==> config.mk <==
export PLATFORM = sky130hd
export DESIGN_NAME = e_md_issue
export DESIGN_NICKNAME = d
export VERILOG_FILES = /design/src/rtl/e_md_issue.sv
export SDC_FILE = /design/constraint.sdc
export NUM_CORES = 1
export LEC_CHECK = 0
export CORE_MARGIN = 2
export CORE_UTILIZATION = 35
export CTS_BUF_LIST = sky130_fd_sc_hd__clkbuf_8
export CTS_CLUSTER_SIZE = 10
export DETAILED_ROUTE_END_ITERATION = 10
export PLACE_DENSITY = 0.72
export SLEW_MARGIN = 30
export SYNTH_ARGS = -nofsm -noshare
export SYNTH_HDL_FRONTEND = slang
export SYNTH_SLANG_ARGS = --single-unit
==> constraint.sdc <==
create_clock -name clk -period 3 [get_ports clk]
set_clock_uncertainty 0.05 [all_clocks]
set_input_delay 0.6 -clock clk [delete_from_list [all_inputs] [get_ports clk]]
set_output_delay 0.6 -clock clk [all_outputs]
set_load 0.02 [all_outputs]
==> src/rtl/e_md_issue.sv <==
// ---------------------------------------------------------------------------
// e_md_issue
//
// D->E issue stage for the multiply/divide unit. Captures the decoded MD
// instruction and its operands from D, presents op/D1/D2/Start to the E-stage
// MDU for exactly one cycle per instruction, and tracks whether a mult/div is
// still running. D is stalled whenever an MD-class instruction would collide
// with a running mult/div. When nothing new is issuing, e_op carries IDLE_OP,
// which the MDU treats as "no operation".
//
// Optional feature macro: MD_TIMEOUT_EN
//   defined   : watchdog counts WAIT cycles; if the MDU is still busy after
//               TIMEOUT_CYCLES cycles, err_timeout is set (sticky) and the
//               FSM is forced back to IDLE.
//   undefined : no watchdog, err_timeout is tied to 0.
//
// Ports
//   clk          in   1   clock
//   reset        in   1   synchronous, active-high reset
//   d_valid      in   1   D-stage instruction valid
//   d_is_md      in   1   D instruction is MD-class
//   d_md_op      in   4   0 mult,1 multu,2 div,3 divu,4 mfhi,5 mflo,6 mthi,7 mtlo
//   d_rs_val     in   32  forwarded rs value
//   d_rt_val     in   32  forwarded rt value
//   stall_ext    in   1   stall from other hazards; freezes the E register
//   flush        in   1   load a bubble into E on the next edge
//   mdu_busy     in   1   MDU busy
//   e_start      out  1   one-cycle start pulse for mult/div
//   e_op         out  4   op to MDU (IDLE_OP when nothing issues)
//   e_d1, e_d2   out  32  registered rs/rt operands
//   e_valid      out  1   E holds a valid MD instruction
//   d_stall      out  1   combinational stall request to D/F
//   err_timeout  out  1   sticky watchdog flag
// ---------------------------------------------------------------------------
module e_md_issue #(
  parameter logic [3:0] IDLE_OP        = 4'b1111,
  parameter int         TIMEOUT_CYCLES = 16
) (
  input  logic        clk,
  input  logic        reset,
  input  logic        d_valid,
  input  logic        d_is_md,
  input  logic [3:0]  d_md_op,
  input  logic [31:0] d_rs_val,
  input  logic [31:0] d_rt_val,
  input  logic        stall_ext,
  input  logic        flush,
  input  logic        mdu_busy,
  output logic        e_start,
  output logic [3:0]  e_op,
  output logic [31:0] e_d1,
  output logic [31:0] e_d2,
  output logic        e_valid,
  output logic        d_stall,
  output logic        err_timeout
);

  typedef enum logic [1:0] {
    S_IDLE  = 2'd0,
    S_ISSUE = 2'd1,
    S_WAIT  = 2'd2
  } state_t;

  state_t      state;
  state_t      state_nxt;
  logic [3:0]  op_q;
  logic        issued;
  logic        presenting;
  logic        long_op;
  logic        timeout_hit;

  // An instruction is presented to the MDU only in the first cycle it sits
  // in E; "issued" suppresses re-presentation while stall_ext holds it.
  assign presenting = e_valid & ~issued;
  assign long_op    = (op_q[3:2] == 2'b00);
  assign e_op       = presenting ? op_q : IDLE_OP;
  assign e_start    = presenting & long_op;

  // mf/mt must also wait: HI/LO are not final until the mult/div completes.
  // The e_start term covers the cycle before the FSM leaves IDLE.
  assign d_stall = d_valid & d_is_md & ((state != S_IDLE) | e_start);

  // E register. Priority: reset > flush > stall_ext > d_stall > load.
  // Under stall_ext the fields are frozen but a presented instruction is
  // marked issued so it is never handed to the MDU a second time.
  always_ff @(posedge clk) begin
    if (reset) begin
      e_valid <= 1'b0;
      op_q    <= IDLE_OP;
      e_d1    <= 32'd0;
      e_d2    <= 32'd0;
      issued  <= 1'b0;
    end else if (flush) begin
      e_valid <= 1'b0;
      issued  <= 1'b0;
    end else if (stall_ext) begin
      issued  <= issued | e_valid;
    end else if (d_stall) begin
      e_valid <= 1'b0;
      issued  <= 1'b0;
    end else begin
      e_valid <= d_valid & d_is_md;
      op_q    <= d_md_op;
      e_d1    <= d_rs_val;
      e_d2    <= d_rt_val;
      issued  <= 1'b0;
    end
  end

`ifdef MD_TIMEOUT_EN
  localparam logic [4:0] TIMEOUT_LAST = 5'(TIMEOUT_CYCLES - 1);

  logic [4:0] wait_cnt;

  assign timeout_hit = (state == S_WAIT) & mdu_busy & (wait_cnt == TIMEOUT_LAST);

  // Counter restarts on the way into WAIT so it measures WAIT cycles only.
  always_ff @(posedge clk) begin
    if (reset) begin
      wait_cnt    <= 5'd0;
      err_timeout <= 1'b0;
    end else begin
      if (state == S_ISSUE) begin
        wait_cnt <= 5'd0;
      end else if (state == S_WAIT) begin
        wait_cnt <= wait_cnt + 5'd1;
      end
      if (timeout_hit) begin
        err_timeout <= 1'b1;
      end
    end
  end
`else
  assign timeout_hit = 1'b0;
  assign err_timeout = 1'b0;
`endif

  // State register. The FSM follows e_start regardless of stall_ext/flush,
  // because the MDU has already accepted the operation at that point.
  always_ff @(posedge clk) begin
    if (reset) begin
      state <= S_IDLE;
    end else begin
      state <= state_nxt;
    end
  end

  // ISSUE is a single cycle in which the MDU has not yet raised busy, so
  // busy is only examined once in WAIT.
  always_comb begin
    state_nxt = state;
    case (state)
      S_IDLE: begin
        if (e_start) begin
          state_nxt = S_ISSUE;
        end
      end
      S_ISSUE: begin
        state_nxt = S_WAIT;
      end
      S_WAIT: begin
        if (timeout_hit || !mdu_busy) begin
          state_nxt = S_IDLE;
        end
      end
      default: begin
        state_nxt = S_IDLE;
      end
    endcase
  end

endmodule

==> impl_metrics.csv, run 1 <==
group,metric,value,unit
clocking,cts_tree,"done",
worst_setup_path,crit_required,2350,ps
run_status,status,"finished clean",
pwr,p_total,2240,uW
global_routing,grt.overflow.total,0,
yosys,syn_area,0.00323,mm2
die,die_y,100,um
worst_setup_path,critical_path_class,"reg2out",
worst_setup_path,worst-endpoint-arrival,1890,ps
yosys,yosys_register_bits,72,
yosys,synth_fp_nets,395,
yosys,synth_cell_types,20,
drt,antenna_left,0,
worst_setup_path,cp-end-kind,"primary output",
finish,seq_area,0.00144,mm2
drt,drt-total-wl,7.48,mm
worst_setup_path,worst-r2r-setup-slack,1050,ps
sta,fmax,394,MHz
die,die_area,0.0100,mm2
clocking,cts_hold_buffers,0,
yosys,synth_seq_area_share,0.446,
clocking,cts_root_buf,"clkbuf_8",
yosys,syn_avg_cell_area,10.1,um2
worst_setup_path,cp-start-kind,"flip-flop",
drt,avgViaCountPerCell,4.49,
pwr,p_per_area,455,mW/mm2
finish,multi_input_area,0.00167,mm2
clocking,cts.clk_slew.worst_paths,80,ps
drt,vias,2574,
sta,setup_tns,0,ps
clocking,clock_sinks,72,
min_path,hold_depth,2,
finish,drive_gt1_frac,0.0498,
sta,tightest_slew,520,ps
global_routing,grt_pass1_vias,2582,
finish,final_cell_mix,"clkdlybuf4s50_1 (144), nand2b_1 (133), dfxtp_1 (72), mux2i_1 (68), clkbuf_8 (11)",
min_path,hp-class,"reg2reg",
placement,place_inst,557,
finish,fin_area,0.00493,mm2
finish,final_common_cell,"clkdlybuf4s50_1",
drt,initialDrtViolationCount,94,
clocking,numCtsBuffers,9,
die,rows,35,
sta,slew_headroom,0.653,
placement,hpwl,5.21,mm
die,start_util,0.355,
yosys,yosysWarnings,0,
worst_setup_path,r2r_cells,4,
yosys,synth.top_cell.area_share,0.446,
placement,dpl_cell_area,0.00475,mm2
global_routing,grt_max_degree,99,
min_path,hold_path_startpoint,"e_d1[4]",
finish,insertedDiodeCount,0,
yosys,synth_cells,320,
sta,rsz0062_at_grt,"no",
worst_setup_path,path_max_fanout,5,
drt,drc,0,
sta,setup_viol,0,
finish,fill_cells,826,
sta,hold_viol_final,0,
worst_setup_path,reg2reg_from,"state[1]",
pwr,p_leak,0.00190,uW
min_path,min_to,"e_d1[4]",
worst_setup_path,rr_endpoint,"e_d2[20]",
die,core,0.00911,mm2
pwr,irDropWorstVdd,0.000233,V
placement,port_buffers,145,
clocking,h-tree-depth,3,
global_routing,grt_pass1_wl,12.2,mm
finish,fin_nets,532,
clocking,cts_resized,0,
finish,fin_cells,573,
finish,syn_to_final_growth,52.7,%
clocking,post-cts-setup-buffers,0,
yosys,netlist_top_cells_area,"dfxtp_1 (45%), nand2b_1 (26%), mux2i_1 (21%)",
flow_run,drv_cap,0,
placement,dp_slack,326,ps
drt,drt_first_pass_iters,4,
placement,routabilityCongestion,0.678,
clocking,insertion_delay,330,ps
die,die-width,100,um
clocking,clockBufferDepth,2,
sta,slew_viol_final,0,
die,io_pins,147,
global_routing,antenna_found_initial,0,
yosys,yosysTopAreaCell,"dfxtp_1",
sta,fin_crit,2540,ps
global_routing,track_usage,0.151,
sta,fin_ws,463,ps
drt,wl_per_cell,13.1,um
sta,fin_crit_sh,0.846,
kinds of logic (layout without fill, tap and decap cells):
kind of cell / Yosys count / in the layout / synth area share
other: 1 / 1 / 0.00116
muxes: 68 / 68 / 0.211
AOI/OAI and AO/OA: 5 / 5 / 0.0124
DFF: 72 / 72 / 0.446
buffers and inverters: 23 / 165 / 0.0395
and+or+nand+nor: 151 / 151 / 0.290
critical path: stages, from the launching register on:
cell,delay [ps]
dfxtp_1,410
nor4b_2,210
buf_4,180
o311a_1,160
clkdlybuf4s50_1,600
synth_stat cells:
cell / n
nor4b_1: 2
nand3b_1: 2
nor2b_1: 1
clkbuf_1: 14
or4_1: 2
buf_1: 1
a211o_1: 1
nand2b_1: 133
buf_6: 3
mux2i_1: 68
nor2_1: 9
nor4b_2: 1
o21ai_2: 1
nand2_1: 1
conb_1: 1
buf_4: 5
o311a_1: 1
dfxtp_1: 72
a21oi_1: 1
a211oi_1: 1
state kept, by name, indices dropped and copies added (netlist names):
| signal | count |
|---|---|
| e_d2 | 32 |
| e_d1 | 32 |
| op_q | 4 |
| issued | 1 |
| state | 2 |
| e_valid | 1 |
how the worst max path moves through the flow:
stage	slack (ps)	startpoint	endpoint	depth (start not counted)
floorplan	880	e_valid	d_stall	2
global placement	430	stall_ext	e_d2[17]	5
detailed placement	330	stall_ext	e_d1[5]	5
CTS	430	e_valid	d_stall	4
global route	360	e_valid	d_stall	4
finish	460	e_valid	d_stall	4
per-layer routing:
metal | GRT usage | vias up | routed length [um]
met5 | 0 | - | 0
met4 | 0.0601 | 0 | 113
met3 | 0.0453 | 8 | 513
met2 | 0.243 | 82 | 3550
met1 | 0.190 | 1178 | 3300
li1 | - | 1306 | -
layout make-up:
cell class,instances,share of cell area
well taps,111,0.0281
clock inverters,5,0.00634
multi-input cells,225,0.338
clock buffers,11,0.0307
repair buffers,149,0.304
flip-flops and latches,72,0.292
metrics by stage:
| stage | hold WS (ps) | utilization |
|---|---|---|
| floorplan | 416 | - |
| global placement | 407 | 0.522 |
| detailed placement | 413 | 0.522 |
| CTS | 427 | 0.542 |
| global route | 447 | 0.542 |
| finish | 422 | 0.542 |
power breakdown:
group / internal [uW] / total (uW) / switching [uW]
Combinational: 283 / 493 / 210
Sequential: 1020 / 1050 / 34.2
Clock: 343 / 695 / 352
Total: 1650 / 2240 / 597
Note: power is estimated with default switching activity, not from simulation.
==> run 2: changes to the inputs <==
==> constraint.sdc (replaced) <==
create_clock -name clk -period 2.5 [get_ports clk]
set_clock_uncertainty 0.05 [all_clocks]
set_input_delay 0.5 -clock clk [delete_from_list [all_inputs] [get_ports clk]]
set_output_delay 0.5 -clock clk [all_outputs]
set_load 0.02 [all_outputs]
==> run 2 against run 1 <==
  * Flip-flop and latch count stayed put
  * Largest cell class unchanged
  * Non-clock buffer count is 2 higher
  * Final cell count is 0.17% higher
  * Global-route usage is 0.11 points lower
  * Wire length hardly changed
  * Clock-buffer cell count is 1 lower
  * Combinational power is 20% higher
==> impl_metrics.csv, run 2 (synthesized netlist as in run 1, its figures left out) <==
group,metric,value,unit
finish,drive_gt1_frac,0.0497,
placement,routabilityCongestion,0.713,
global_routing,grt_pass1_vias,2524,
clocking,cts_root_buf,"clkbuf_8",
die,die_area,0.0100,mm2
clocking,insertion_delay,330,ps
drt,vias,2585,
global_routing,antenna_found_initial,0,
global_routing,grt_pass1_wl,12.1,mm
die,io_pins,147,
worst_setup_path,r2r_cells,4,
clocking,cts_hold_buffers,0,
finish,fin_nets,534,
die,rows,35,
sta,setup_tns,0,ps
die,die_y,100,um
min_path,hp-class,"reg2reg",
sta,hold_viol_final,0,
clocking,clockBufferDepth,2,
sta,slew_viol_final,0,
worst_setup_path,critical_path_class,"reg2out",
die,die-width,100,um
global_routing,track_usage,0.150,
finish,reg.largest.list,"e_d1 x32, e_d2 x32, op_q x4",
finish,syn_to_final_growth,53.5,%
global_routing,grt_max_degree,87,
clocking,h-tree-depth,3,
finish,fin_util,0.545,
pwr,p_leak,0.00192,uW
min_path,min_to,"e_d2[13]",
worst_setup_path,crit_required,1950,ps
run_status,status,"finished clean",
pwr,p_per_area,555,mW/mm2
worst_setup_path,path_max_fanout,5,
drt,antenna_left,0,
drt,avgViaCountPerCell,4.50,
finish,seq_area,0.00144,mm2
die,core,0.00911,mm2
clocking,clock_sinks,72,
worst_setup_path,slowest_delay,600,ps
min_path,hold_depth,2,
worst_setup_path,crit_chain,"nor4b_4 > o311a_1 > clkdlybuf4s50_1",
clocking,numCtsBuffers,9,
drt,drc,0,
min_path,hold_path_startpoint,"e_d2[13]",
worst_setup_path,cp-end-kind,"primary output",
placement,hpwl,5.31,mm
drt,wl_per_cell,13.0,um
finish,multi_input_area,0.00168,mm2
worst_setup_path,worst-r2r-setup-slack,690,ps
worst_setup_path,path_buf_inv,1,
placement,port_buffers,145,
drt,drt-total-wl,7.48,mm
finish,insertedDiodeCount,0,
sta,slew_headroom,0.526,
flow_run,drv_cap,0,
finish,final_cell_mix,"clkdlybuf4s50_1 (144), nand2b_1 (133), dfxtp_1 (72), mux2i_1 (68), clkbuf_8 (10)",
sta,rsz0062_at_grt,"no",
sta,fmax,424,MHz
drt,initialDrtViolationCount,45,
worst_setup_path,rr_endpoint,"e_d2[23]",
sta,tightest_slew,711,ps
drt,drt_first_pass_iters,4,
sta,fin_crit,2360,ps
worst_setup_path,reg2reg_from,"state[1]",
worst_setup_path,critPathTopFamily,"buffers and inverters",
worst_setup_path,crit_slowest_cell,"clkdlybuf4s50_1",
global_routing,grt.overflow.total,0,
pwr,irDropWorstVdd,0.000262,V
finish,fill_cells,847,
finish,final_common_cell,"clkdlybuf4s50_1",
worst_setup_path,cp-start-kind,"flip-flop",
clocking,cts_tree,"done",
die,start_util,0.355,
clocking,cts.clk_slew.worst_paths,70,ps
worst_setup_path,worst-endpoint-arrival,1810,ps
sta,fin_crit_sh,0.944,
sta,setup_viol,0,
[run 2: repair_timing]
item / in CTS / in global routing
resized for setup: 1 / 0
endpoints found under the setup margin: 1 / 1
pin swaps: 0 / 0
buffers inserted: 0 / 1
[run 2: how the worst max path moves through the flow]
stage,start,endpoint,slack (ps),cells past startpoint
6_report,e_valid,d_stall,140,3
5_1_grt,e_valid,d_stall,20,3
4_1_cts,e_valid,d_stall,40,3
3_5_place_dp,stall_ext,e_d1[0],90,5
3_3_place_gp,stall_ext,e_d2[14],120,5
2_1_floorplan,e_valid,d_stall,480,2
[run 2: per-layer routing]
layer / global-route usage / vias up / share of wire / wire length (um)
met5: 0 / - / 0 / 0
met4: 0.0537 / 0 / 0.010 / 76
met3: 0.0515 / 9 / 0.081 / 605
met2: 0.245 / 82 / 0.48 / 3560
met1: 0.183 / 1176 / 0.43 / 3240
li1: - / 1318 / - / -
[run 2: layout make-up]
cell class | count | share of cell area
timing repair buffer | 151 | 0.306
multi-input combinational | 225 | 0.338
clock inverter | 5 | 0.00983
clock buffer | 10 | 0.0277
sequential | 72 | 0.290
tap | 111 | 0.0280
[run 2: power by group]
group	switching (uW)	internal (uW)	total (uW)
Combinational	250	341	592
Sequential	42.2	1230	1270
Clock	420	475	894
[run 2: stage by stage]
step | power (uW) | setup WS (ps) | hold WS [ps] | area (um2) | std cells
2_1_floorplan | 1590 | 481 | 416 | 3230 | 320
3_3_place_gp | 1880 | 121 | 407 | 4760 | 558
3_5_place_dp | 1890 | 88.7 | 415 | 4760 | 558
4_1_cts | 2800 | 37.0 | 427 | 4950 | 573
5_1_grt | 2900 | 21.9 | 446 | 4960 | 574
6_report | 2750 | 141 | 423 | 4960 | 574
[run 2: worst reg2reg max path, cell delays in order (launching register included)]
cell and delay, ps:
dfxtp_1 350, or4_1 590, o21ai_4 200, buf_4 320, mux2i_1 230
==> run 3: changes to the inputs <==
--- a/config.mk
+++ b/config.mk
@@ -5,13 +5,15 @@
 export SDC_FILE = /design/constraint.sdc
 export NUM_CORES = 1
 export LEC_CHECK = 0
+export ABC_AREA = 1
 export CORE_MARGIN = 2
 export CORE_UTILIZATION = 35
 export CTS_BUF_LIST = sky130_fd_sc_hd__clkbuf_8
 export CTS_CLUSTER_SIZE = 10
 export DETAILED_ROUTE_END_ITERATION = 10
-export PLACE_DENSITY = 0.72
+export PLACE_DENSITY = 0.71
 export SLEW_MARGIN = 30
 export SYNTH_ARGS = -nofsm -noshare
 export SYNTH_HDL_FRONTEND = slang
 export SYNTH_SLANG_ARGS = --single-unit
+export TNS_END_PERCENT = 20
==> run 3 against run 2 <==
  * Total power increased by 6.8%
  * Final cell count grew 28%
  * Non-clock buffer count stayed put
  * Wire length is 11% higher
  * Clock power rose by 20%
  * Die area increased by 6.4%
  * Maximum frequency down 1.1%
==> impl_metrics.csv, run 3 <==
group,metric,value,unit
run_status,status,"finished clean",
sta,fin_crit,2390,ps
yosys,synth_top_family_by_area,"simple AND/OR/NAND/NOR gates",
global_routing,track_usage,0.153,
finish,insertedDiodeCount,0,
clocking,numCtsBuffers,9,
min_path,hp-class,"reg2reg",
sta,setup_viol,0,
clocking,cts_hold_buffers,0,
yosys,synth.top_cell.area_share,0.418,
worst_setup_path,critPathTopFamily,"buffers and inverters",
global_routing,grt_max_degree,134,
die,die_area,0.0107,mm2
clocking,h-tree-depth,3,
finish,final_cell_mix,"clkdlybuf4s50_1 (145), nand3_1 (73), nand2_1 (72), dfxtp_1 (72), inv_1 (70)",
clocking,clock_sinks,72,
clocking,cts.clk_slew.worst_paths,70,ps
yosys,synthAdderAreaFrac,0,
pwr,seq_power_share,0.432,
finish,final_common_cell,"clkdlybuf4s50_1",
finish,fin_area,0.00517,mm2
placement,place_inst,719,
yosys,ys.flop_type,"dfxtp_1",
placement,hpwl,5.81,mm
yosys,synth_cells,471,
yosys,syn_avg_cell_area,7.32,um2
die,die-width,103,um
flow_run,drv_cap,0,
drt,vias,3307,
sta,slew_viol_final,0,
global_routing,grt.overflow.total,0,
clocking,insertion_delay,330,ps
pwr,p_sw_frac,0.255,
clocking,cts_tree,"done",
worst_setup_path,path_buf_inv,4,
die,die_y,103,um
yosys,yosys_register_bits,72,
sta,setup_tns,0,ps
worst_setup_path,crit_chain,"clkdlybuf4s50_1 > nand2_1 > inv_1 > nand2_4 > inv_1 > clkdlybuf4s50_1",
sta,slew_headroom,0.555,
die,io_pins,147,
drt,drt-total-wl,8.27,mm
pwr,irDropWorstVdd,0.000244,V
pwr,p_leak,0.00229,uW
die,core,0.00968,mm2
yosys,synthMuxAreaShare,0,
worst_setup_path,cp-end-kind,"primary output",
finish,fill_cells,939,
die,rows,36,
worst_setup_path,crit_slowest_cell,"clkdlybuf4s50_1",
yosys,synthArstFlopShare,0,
finish,fin_nets,672,
yosys,netlist_top_cells_area,"dfxtp_1 (42%), a21oi_2 (14%), nand3_1 (11%)",
yosys,synth_fp_nets,546,
yosys,synth_compound_area_frac,0.157,
pwr,p_total,2940,uW
finish,drive_gt1_frac,0.146,
sta,rsz0062_at_grt,"no",
drt,initialDrtViolationCount,64,
pwr,p_int,2190,uW
clocking,clockBufferDepth,2,
pwr,power_frac_comb,0.204,
global_routing,grt_pass1_wl,13.0,mm
pwr,power.share.clock,0.364,
drt,drt_first_pass_iters,4,
placement,routabilityCongestion,0.727,
pwr,p_per_area,569,mW/mm2
yosys,synth_most_common_cell,"nand3_1",
worst_setup_path,critical_path_class,"in2out",
placement,port_buffers,145,
drt,drc,0,
worst_setup_path,cp-start-kind,"primary input",
clocking,cts_resized,0,
finish,reg.largest.list,"e_d1 x32, e_d2 x32, op_q x4",
sta,fmax,419,MHz
global_routing,grt_pass1_vias,2988,
sta,tightest_slew,667,ps
drt,wl_per_cell,11.2,um
worst_setup_path,crit_required,1950,ps
worst_setup_path,worst-endpoint-arrival,1840,ps
pwr,power.switching,750,uW
yosys,synth_xor_area_frac,0,
drt,avgViaCountPerCell,4.50,
yosys,syn_area,0.00345,mm2
clocking,post-cts-setup-buffers,0,
finish,syn_to_final_growth,49.9,%
sta,hold_viol_final,0,
finish,fin_cells,735,
placement,dpl_cell_area,0.00493,mm2
yosys,synth_cell_types,22,
drt,antenna_left,0,
clocking,cts_root_buf,"clkbuf_8",
yosys,yosysTopAreaCell,"dfxtp_1",
yosys,synth_edf_count,0,
yosys,yosysWarnings,0,
yosys,synth_seq_area_share,0.418,
worst_setup_path,slowest_delay,600,ps
worst_setup_path,path_max_fanout,2,
sta,fin_crit_sh,0.954,
global_routing,antenna_found_initial,0,
yosys,synthTopCellsByCount,"nand3_1 (73), dfxtp_1 (72), nand2_1 (72)",
die,start_util,0.356,
yosys,synth-simple-area-share,0.279,
[run 3: cell types whose count changed in the layout (fill, tap and decap cells not counted), sizes merged, moves of 3 or more]
cell    previous run  this run
clkinv             3         0
nor4b              3         0
a21oi              1        64
nand2b           133         0
mux2i             68         0
inv                1        72
nor2               9        71
or2                0         4
nand3              0        73
nand2              1        75
[run 3: kinds of logic (layout without fill, tap and decap cells)]
| group | count (synthesis) | in the layout |
|---|---|---|
| AND/OR/NAND/NOR | 224 | 224 |
| buffers and inverters | 108 | 239 |
| flip-flops | 72 | 72 |
| AO/OA/AOI/OAI | 66 | 66 |
| other | 1 | 1 |
[run 3: worst register-to-register path: stages (launching register included)]
cell     delay (ps)
dfxtp_1         320
nor2_1          170
nand2_2         110
nand2_4          80
buf_12          470
nand2_1         230
nand2_1         110
nand3_1          60
[run 3: area by class of cell]
cell class	instances	area (um2)	share of cell area
Timing Repair Buffer	151	1530	0.297
Multi-Input combinational cell	291	1520	0.293
Sequential cell	72	1440	0.279
Inverter	72	270	0.0523
Tap cell	133	166	0.0322
Clock buffer	12	165	0.0320
Clock inverter	4	75.1	0.0145
[run 3: final timing paths]
check | from | to | slack, ps | depth (start not counted)
min reg2reg | state[0] | state[0] | 390 | 1
max reg2reg | state[1] | op_q[2] | 760 | 7
max | d_valid | d_stall | 110 | 6
min | state[0] | state[0] | 390 | 1
[run 3: routing by layer]
layer	track usage	wire, um
met5	0	0
met3	0.0437	588
met1	0.172	3410
met2	0.269	4090
met4	0.0688	179
[run 3: through the flow]
| step | utilization | worst slack, ps | hold WS [ps] |
|---|---|---|---|
| after floorplan | - | 699 | 370 |
| after global placement | 0.509 | 127 | 382 |
| after detailed placement | 0.509 | 91.6 | 385 |
| after CTS | 0.534 | 86.1 | 395 |
| after global routing | 0.534 | 41.3 | 433 |
| final | 0.534 | 114 | 390 |
[run 3: power by group through the flow]
stage               Combinational [uW]  Sequential, uW  Clock [uW]
floorplan                          227            1380           0
global placement                   593            1300           0
detailed placement                 605            1300           0
CTS                                607            1270        1120
global route                       656            1280        1150
finish                             599            1270        1070
